===== config.mk =====
export PLATFORM = sky130hd
export DESIGN_NAME = serial_add_ctrl
export DESIGN_NICKNAME = d
export VERILOG_FILES = /design/src/rtl/serial_add_ctrl.sv
export SDC_FILE = /design/constraint.sdc
export NUM_CORES = 1
export LEC_CHECK = 0
export CORE_MARGIN = 2
export CORE_UTILIZATION = 45
export CTS_CLUSTER_DIAMETER = 60
export DETAILED_ROUTE_END_ITERATION = 6
export MAX_ROUTING_LAYER = met4
export PLACE_DENSITY = 0.79
export REMOVE_ABC_BUFFERS = 1
export SLEW_MARGIN = 5
export SYNTH_ARGS = -nofsm -noshare
export SYNTH_HDL_FRONTEND = slang
export SYNTH_SLANG_ARGS = --single-unit

===== constraint.sdc =====
create_clock -name clk -period 1.4 [get_ports clk]
set_input_delay 0.28 -clock clk [delete_from_list [all_inputs] [get_ports clk]]
set_output_delay 0.28 -clock clk [all_outputs]
set_load 0.02 [all_outputs]

===== src/rtl/serial_add_ctrl.sv =====
// Bit-serial add sequencer: feeds one external full-adder cell LSB first and
// collects the WIDTH-bit sum plus final carry behind valid/ready handshakes.
module serial_add_ctrl #(
    parameter  int WIDTH = 8,
    localparam int CW    = $clog2(WIDTH + 1)
) (
    input  logic             clk,
    input  logic             rst_n,
    input  logic             in_valid,
    output logic             in_ready,
    input  logic [WIDTH-1:0] a_in,
    input  logic [WIDTH-1:0] b_in,
    input  logic             c_in,
    output logic             fa_a,
    output logic             fa_b,
    output logic             fa_cin,
    input  logic             fa_s,
    input  logic             fa_cout,
    output logic             out_valid,
    input  logic             out_ready,
    output logic [WIDTH-1:0] sum_out,
    output logic             c_out
);

    typedef enum logic [1:0] {
        IDLE = 2'd0,
        RUN  = 2'd1,
        DONE = 2'd2
    } state_t;

    state_t           r_state;
    state_t           w_next;
    logic [WIDTH-1:0] r_a_sh;
    logic [WIDTH-1:0] r_b_sh;
    logic [WIDTH-1:0] r_sum_sh;
    logic             r_carry;
    logic [CW-1:0]    r_cnt;
    logic [WIDTH-1:0] r_sum_out;
    logic             r_c_out;
    logic             w_last;

    assign w_last = (r_cnt == CW'(WIDTH - 1));

    always_ff @(posedge clk or negedge rst_n) begin
        if (!rst_n) r_state <= IDLE;
        else        r_state <= w_next;
    end

    always_comb begin
        w_next    = r_state;
        in_ready  = 1'b0;
        out_valid = 1'b0;
        fa_a      = 1'b0;
        fa_b      = 1'b0;
        fa_cin    = 1'b0;
        case (r_state)
            IDLE: begin
                in_ready = 1'b1;
                if (in_valid) w_next = RUN;
            end
            RUN: begin
                fa_a   = r_a_sh[0];
                fa_b   = r_b_sh[0];
                fa_cin = r_carry;
                if (w_last) w_next = DONE;
            end
            DONE: begin
                out_valid = 1'b1;
                if (out_ready) w_next = IDLE;
            end
            default: w_next = IDLE;
        endcase
    end

    // Result lives in its own register so it survives the next operand load.
    always_ff @(posedge clk or negedge rst_n) begin
        if (!rst_n) begin
            r_a_sh    <= '0;
            r_b_sh    <= '0;
            r_sum_sh  <= '0;
            r_carry   <= 1'b0;
            r_cnt     <= '0;
            r_sum_out <= '0;
            r_c_out   <= 1'b0;
        end else begin
            case (r_state)
                IDLE: begin
                    if (in_valid) begin
                        r_a_sh  <= a_in;
                        r_b_sh  <= b_in;
                        r_carry <= c_in;
                        r_cnt   <= '0;
                    end
                end
                RUN: begin
                    r_sum_sh <= {fa_s, r_sum_sh[WIDTH-1:1]};
                    r_a_sh   <= {1'b0, r_a_sh[WIDTH-1:1]};
                    r_b_sh   <= {1'b0, r_b_sh[WIDTH-1:1]};
                    r_carry  <= fa_cout;
                    r_cnt    <= r_cnt + 1'b1;
                    if (w_last) begin
                        r_sum_out <= {fa_s, r_sum_sh[WIDTH-1:1]};
                        r_c_out   <= fa_cout;
                    end
                end
                default: ;
            endcase
        end
    end

    assign sum_out = r_sum_out;
    assign c_out   = r_c_out;

endmodule


### After elaboration in Yosys (flattened, before gate mapping)

Index checks and enable logic that the tools add are counted.

| word-level totals | value |
|---|---|
| bits in registers | 40 |
| bits in latches | 0 |
| RAM bits | 0 |
| bits in read-only memories | 0 |
| bits of input ports | 23 |
| memories kept | 0 |

| operators by class | value |
|---|---|
| add/subtract/negate cells | 1 |
| $mul | 0 |
| div/mod/pow operators | 0 |
| $lt $le $gt $ge | 0 |
| equal/unequal tests | 6 |
| shift operators | 0 |
| muxes and demuxes | 17 |
| bitwise logic cells | 0 |
| reductions and logical operators | 5 |

Operators with widths:

| kind | count |
|---|---|
| 8-bit one-hot mux with 2 select lines | 2 |
| 8-bit two-way mux | 2 |
| 4-bit one-hot mux with 2 select lines | 1 |
| 1-bit two-way mux | 6 |
| 2-bit two-way mux | 3 |
| 2-bit inequality test, second input constant | 3 |
| 2-bit one-hot mux with 3 select lines | 1 |
| 4-bit by 1-bit adder with 4-bit output, second input constant | 1 |
| 4-bit by 3-bit equality test with 1-bit output, second input constant | 1 |
| 4-bit two-way mux | 1 |
| 2-bit AND reduction | 2 |
| 3-bit AND reduction | 1 |
| 2-bit by 1-bit equality test with 1-bit output, second input constant | 1 |
| 2-bit equality test, second input constant | 1 |
| 2-bit zero test | 1 |
| 1-bit one-hot mux with 2 select lines | 1 |
| 2-bit nonzero test | 1 |

### Longest topological paths before layout

Gate-level depths: netlist of run 1.

| depth | value |
|---|---|
| word-level depth | 3 |
| mapped depth | 5 |

### Least setup slack after synthesis of run 1

Ideal clock, no wire load.

| timing | value |
|---|---|
| kind | register to register |
| start point | register r_state[1] |
| end point | register r_c_out, in the netlist c_out |
| library setup time | 125 ps |
| arrival time | 1317 ps |
| required time | 1275 ps |
| path slack | -42 ps |
| stages on the path, launching flop included | 6 |
| path through | dfrtp_1 -> and2b_1 -> buf_6 -> nor3b_2 -> buf_6 -> mux2_2 |

| on the way | value |
|---|---|
| word-level cells in the longest chain between the ends | 2 |

RTL lines:

| what | line | text |
|---|---|---|
| start, declared | 31 | `state_t r_state;` |
| start signal, assigned | 46 | `else r_state <= w_next;` |
| 2-bit by 1-bit equality test with 1-bit output | 86 | `case (r_state)` |
| 2-bit AND reduction (no line) | -- |  |
| end signal, assigned | 103 | `r_c_out <= fa_cout;` |
| end, declared | 39 | `logic r_c_out;` |

No other way between the ends.
A chain may end at the register's enable or synchronous reset.

### Final worst setup path of run 1

| timing | value |
|---|---|
| start point | register r_state[1] |
| end point | register r_sum_out[1], in the netlist sum_out[1] |

| on the way | value |
|---|---|
| word-level cells in the longest chain between the ends | 2 |

RTL lines:

| what | line | text |
|---|---|---|
| 2-bit by 1-bit equality test with 1-bit output | 86 |  |
| 2-bit AND reduction (no line) | -- |  |
| end signal, assigned | 102 | `r_sum_out <= {fa_s, r_sum_sh[WIDTH-1:1]};` |
| end, declared | 38 | `logic [WIDTH-1:0] r_sum_out;` |

No other way between the ends.

==> run_results.csv, run 1 <==
group,metric,value,unit
yosys,synth_area_leaders,"dfrtp_1, mux2_2, a22oi_1",
placed_design,place.gp.congestion,0.873,
final_layout,final_common_cell,"dfrtp_1",
sta,rsz0062_at_grt,"true",
yosys,synth_edf_count,0,
placed_design,dp_hpwl,2.66,mm
detailed_routing,avgRoutedWirePerCell,16.3,um
power,p_sw_frac,0.340,
detailed_routing,ant_nets,0,
worst_setup_path,crit_fanout,5,
worst_setup_path,r2r_setup_slack,-150,ps
worst_setup_path,r2r-start,"r_state[1]",
power,pwr-share-comb,0.450,
cts,cts_tree,"yes",
yosys,ys_warn_count,0,
worst_setup_path,crit_path_end_kind,"flip-flop",
yosys,synth_cell_types,25,
floorplan,dieArea,4260,um^2
power,p_int,0.00329,W
yosys,avgSynthCellArea,11.9,um^2
sta,min_period_over_period,1.11,
yosys,post-synth-top-area-cell,"dfrtp_1",
power,finalPower,0.00498,W
worst_setup_path,required,1570,ps
final_layout,area_growth_syn_to_layout,45.9,%
grt,antenna_found_initial,0,
yosys,synth_compound_area_frac,0.167,
yosys,syn_area,1690,um^2
power,p_clk_frac,0.166,
final_layout,finalNetCount,224,
yosys,synthAdderAreaFrac,0.00741,
floorplan,fp-row-count,22,
grt,grt_overflow_total,0,
sta,slew_headroom,0.715,
yosys,synth_top_family_by_area,"compound AO/OA/AOI/OAI gates",
final_layout,antennaDiodeCount,0,
yosys,yosys.area_share.simple,0.0904,
yosys,synth_top_area_share,0.578,
cts,clkLatencyLatePin,290,ps
floorplan,io_pins,37,
power,ir_drop,1180,uV
yosys,synth_xor_area_frac,0,
detailed_routing,num_vias,1354,
worst_setup_path,crit_arrival,1730,ps
floorplan,fp.dieW,65.3,um
run,drv_cap,0,
detailed_routing,drt_wl_total,4.05,mm
run_status,outcome,"complete, but fails checks",
cts,clkSinkCount,39,
yosys,synth_ff_type,"dfrtp_1",
power,switchingPower,0.00170,W
worst_setup_path,r2r_cells,5,
sta,hold_viol_final,0,
yosys,synth_mux_area_frac,0.119,
sta,finalSetupTns,-1860,ps
worst_setup_path,r2r-end,"sum_out[1]",
grt,grt_use_total,0.196,
final_layout,final_cell_mix,"dfrtp_1, clkdlybuf4s50_1, buf_4, a22oi_1, nand2_1",
worst_setup_path,critPathKind,"flip-flop to flip-flop",
grt,grt_max_degree,24,
cts,cts_max_level,2,
yosys,async_flop_share,1.00,
sta,setup_slack,-154,ps
power,p_leak,1.10,nW
cts,numCtsBuffers,5,
sta,maxSlewViolCount,0,
power,p_per_area,2020,nW/um^2
cts,path_clk_slew,80,ps
floorplan,initial_core_util,0.465,
yosys,synth_seq_cells,39,
min_path,hold_class,"primary input to asynchronous set/reset pin",
sta,fin_skew,9.17,ps
detailed_routing,drt_iter0_drc,87,
detailed_routing,first_pass_iters,4,
final_layout,drive_gt1_frac,0.318,
sta,period_minus_slack,1550,ps
sta,setup_viol,19,
power,seqPwrFrac,0.384,
detailed_routing,drc,0,
placed_design,portBuffers,36,
worst_setup_path,critical_path.startpoint_type,"flip-flop",
sta,fmax,643,MHz
run_status,failed_checks,"negative setup slack",
floorplan,core-area,3630,um^2
yosys,ys_seq_area_frac,0.578,
detailed_routing,vias_per_cell,5.44,
grt,grt_pass1_vias,1356,
grt,grt_pass1_wl,6.11,mm
cts,cts_max_path_buffers,2,
sta,tightest_slew,427,ps
floorplan,fp.dieH,65.3,um
cts,clock-root-buffer,"clkbuf_8",
yosys,synthCells,142,
-- through the flow --
stage / util / setup WS (ps) / area, um^2 / hold WS [ps] / cells
global placement: 0.610 / -203 / 2210 / 232 / 235
CTS: 0.643 / -141 / 2330 / 465 / 245
detailed placement: 0.610 / -256 / 2210 / 242 / 235
floorplan: - / -763 / 1630 / -15.6 / 132
global route: 0.678 / -206 / 2460 / 488 / 249
finish: 0.678 / -154 / 2460 / 458 / 249
-- state kept, by name, summed over array words and instances (netlist names) --
signal	flops
r_a_sh	8
r_cnt	4
r_sum_sh	7
r_state	2
r_carry	1
sum_out	8
c_out	1
r_b_sh	8
-- power groups by stage --
stage	clock, W	combinational (W)	sequential, W
floorplan	0	0.000905	0.00206
global placement	0	0.00197	0.00188
detailed placement	0	0.00204	0.00191
CTS	0.000850	0.00200	0.00189
global route	0.000892	0.00241	0.00197
finish	0.000827	0.00224	0.00192
-- layout make-up --
cell class	instances	area, um^2
inverter	2	7.51
sequential	39	977
tap	48	60.1
fill	279	1170
clock buffer	8	100
multi-input combinational	92	743
timing repair buffer	60	577
-- what timing repair did --
action	4_1_cts	5_1_grt
gates resized for setup	41	32
endpoints found under the hold margin	16	0
pin swaps	0	2
hold buffers	1	0
setup endpoints to repair	42	33
cloned	0	3
buffers inserted	1	1
-- cells by family (layout without fill, tap and decap cells) --
logic type,count (synthesis),count (layout)
compound gates,43,44
flops,39,39
simple gates,29,29
mux,18,18
buf+inv,12,70
fa+ha+maj,1,1
-- Yosys cell counts (2+ instances only) --
library cell	count
nor2b_1	7
mux2_2	17
a21oi_1	6
clkbuf_1	4
a22oi_1	15
nand2_1	12
and2_1	3
dfrtp_1	39
inv_1	2
a22o_1	2
buf_6	2
o21ai_0	15
a32o_1	2
nor2_1	2
buf_2	4
-- worst max path at each step --
| stage | to | start | cells after the start |
|---|---|---|---|
| floorplan | c_out | r_state[0] | 3 |
| global placement | fa_cin | r_state[0] | 3 |
| detailed placement | fa_a | r_state[0] | 3 |
| CTS | sum_out[3] | r_state[1] | 5 |
| global route | sum_out[3] | r_state[1] | 5 |
| finish | sum_out[1] | r_state[1] | 5 |
-- metal layers --
layer  track usage  wire, um  share of wire  up-vias
li1              -         -              -      626
met4        0.0833       102          0.025        0
met3        0.0479       178          0.044       10
met1         0.223      1700           0.42      676
met2         0.330      2070           0.51       42
met5             -         0              0        -
-- worst max-delay path, stage by stage (launching register included) --
cell     delay (ps)
dfrtp_1         400
and2b_2         250
buf_6           110
nor3b_4         210
buf_6           170
mux2_4          300
No activity file was read; power rests on OpenSTA's default activity.
==> run 2: changes to the inputs <==
- ABC_CLOCK_PERIOD_IN_PS: unset -> 1400
- SLEW_MARGIN: 5 -> 10
==> results of run 2 <==
The final DEF is identical to that of run 1; final timing and power are the same.
==> run 3: changes to the inputs <==
- CORE_MARGIN: 2 -> unset
==> run 3 against run 2 <==
Against the previous run:
- critical path depth down 1
- core utilization up 1.7 points
- hold slack better by 17 ps
- largest power group unchanged
- the run still ends with negative setup slack left
- largest cell class unchanged
==> run_results.csv, run 3 (synthesized netlist as in run 1, its figures left out) <==
group,metric,value,unit
detailed_routing,avgRoutedWirePerCell,16.5,um
sta,fmax,653,MHz
worst_setup_path,critical_path.startpoint_type,"flip-flop",
detailed_routing,wl_met2,2.14,mm
power,ir_drop,1310,uV
grt,grt_pass1_vias,1438,
sta,min_period_over_period,1.09,
sta,rsz0062_at_grt,"true",
sta,hold_viol_final,0,
power,finalPower,0.00488,W
detailed_routing,num_vias,1354,
floorplan,dieArea,4000,um^2
floorplan,fp-row-count,21,
placed_design,place.gp.congestion,0.845,
worst_setup_path,r2r_setup_slack,-130,ps
grt,grt_use_total,0.230,
sta,tightest_slew,441,ps
power,p_leak,1.09,nW
sta,slew_headroom,0.706,
sta,setup_viol,13,
run_status,outcome,"complete, but fails checks",
worst_setup_path,required,1570,ps
final_layout,drive_gt1_frac,0.317,
floorplan,fp.dieH,63.3,um
sta,setup_slack,-132,ps
detailed_routing,dr_wl_met3,283,um
final_layout,finalNetCount,225,
final_layout,fin_util,0.696,
cts,numCtsBuffers,5,
cts,clock-root-buffer,"clkbuf_8",
worst_setup_path,crit_fanout,6,
cts,cts_tree,"yes",
grt,grt_pass1_wl,6.69,mm
detailed_routing,drc,0,
cts,cts_max_level,2,
detailed_routing,top_layer,"met4",
min_path,hold_class,"primary input to asynchronous set/reset pin",
worst_setup_path,crit_path_end_kind,"flip-flop",
sta,period_minus_slack,1530,ps
detailed_routing,ant_nets,0,
final_layout,area_growth_syn_to_layout,42.8,%
run_status,failed_checks,"negative setup slack",
floorplan,fp.dieW,63.3,um
worst_setup_path,critPathKind,"flip-flop to flip-flop",
placed_design,dp_cells,235,
detailed_routing,wl_met1,1.63,mm
grt,grt_overflow_total,0,
detailed_routing,vias_per_cell,5.46,
sta,maxSlewViolCount,0,
detailed_routing,drt_iter0_drc,109,
run,drv_cap,0,
cts,clkSinkCount,39,
detailed_routing,drt_wl_total,4.09,mm
worst_setup_path,crit_arrival,1700,ps
sta,whs,476,ps
power,p_per_area,2020,nW/um^2
cts,clkLatencyLatePin,290,ps
floorplan,initial_core_util,0.487,
final_layout,final_cell_mix,"dfrtp_1, clkdlybuf4s50_1, buf_4, a22oi_1",
sta,fin_skew,2.89,ps
cts,path_clk_slew,70,ps
placed_design,dp_hpwl,2.75,mm
floorplan,core-area,3470,um^2
grt,grt_max_degree,24,
grt,antenna_found_initial,0,
floorplan,io_pins,37,
placed_design,portBuffers,36,
final_layout,instances_no_fill,248,
final_layout,final_common_cell,"dfrtp_1",
cts,cts_max_path_buffers,2,
final_layout,antennaDiodeCount,0,
detailed_routing,first_pass_iters,4,
## run 3: area by class of cell
class	instances	area, um^2
Clock buffer	7	76.3
Clock inverter	1	5.00
Fill cell	247	1060
Inverter	2	7.51
Multi-Input combinational cell	91	711
Sequential cell	39	976
Tap cell	46	57.6
Timing Repair Buffer	62	579
## run 3: path summary, 6_finish.rpt
kind	from	cells past startpoint	end
max reg2reg	r_state[1]	4	sum_out[2]
min	rst_n	2	r_a_sh[3]
max	r_state[1]	4	sum_out[2]
min in group clk	r_b_sh[6]	2	r_b_sh[6]
min reg2reg	r_b_sh[6]	2	r_b_sh[6]
max in group asynchronous	rst_n	3	r_sum_sh[2]
## run 3: metrics by stage
step	setup WS [ps]	instance area, um^2	TNS, ps
2_1_floorplan	-763	1630	-9430
3_3_place_gp	-298	2210	-4230
3_5_place_dp	-368	2210	-5940
4_1_cts	-134	2360	-1320
5_1_grt	-187	2410	-2380
6_report	-132	2410	-1400
## run 3: metal layers
metal  track usage  up-vias
li1              -      626
met1         0.254      680
met2         0.383       44
met3        0.0815        4
met4        0.0795        0
met5             -        -
## run 3: power by group
group / leakage (nW) / internal [W] / switching (W) / total (W)
combinational: 0.558 / 0.00123 / 0.00102 / 0.00225
sequential: 0.489 / 0.00161 / 0.000303 / 0.00191
clock: 0.0422 / 0.000349 / 0.000362 / 0.000711
## run 3: timing repair
item | in CTS | in global routing
hold buffers | 1 | 0
endpoints found under the setup margin | 42 | 27
buffers inserted | 2 | 2
pin swaps | 4 | 3
endpoints found under the hold margin | 16 | 0
gates cloned | 0 | 1
gates resized for setup | 54 | 15
## run 3: worst max-delay path, cell delays in order, from the launching register on
cell	delay, ps
dfrtp_1	390
and2b_4	300
nor3b_4	230
buf_4	170
mux2_2	330
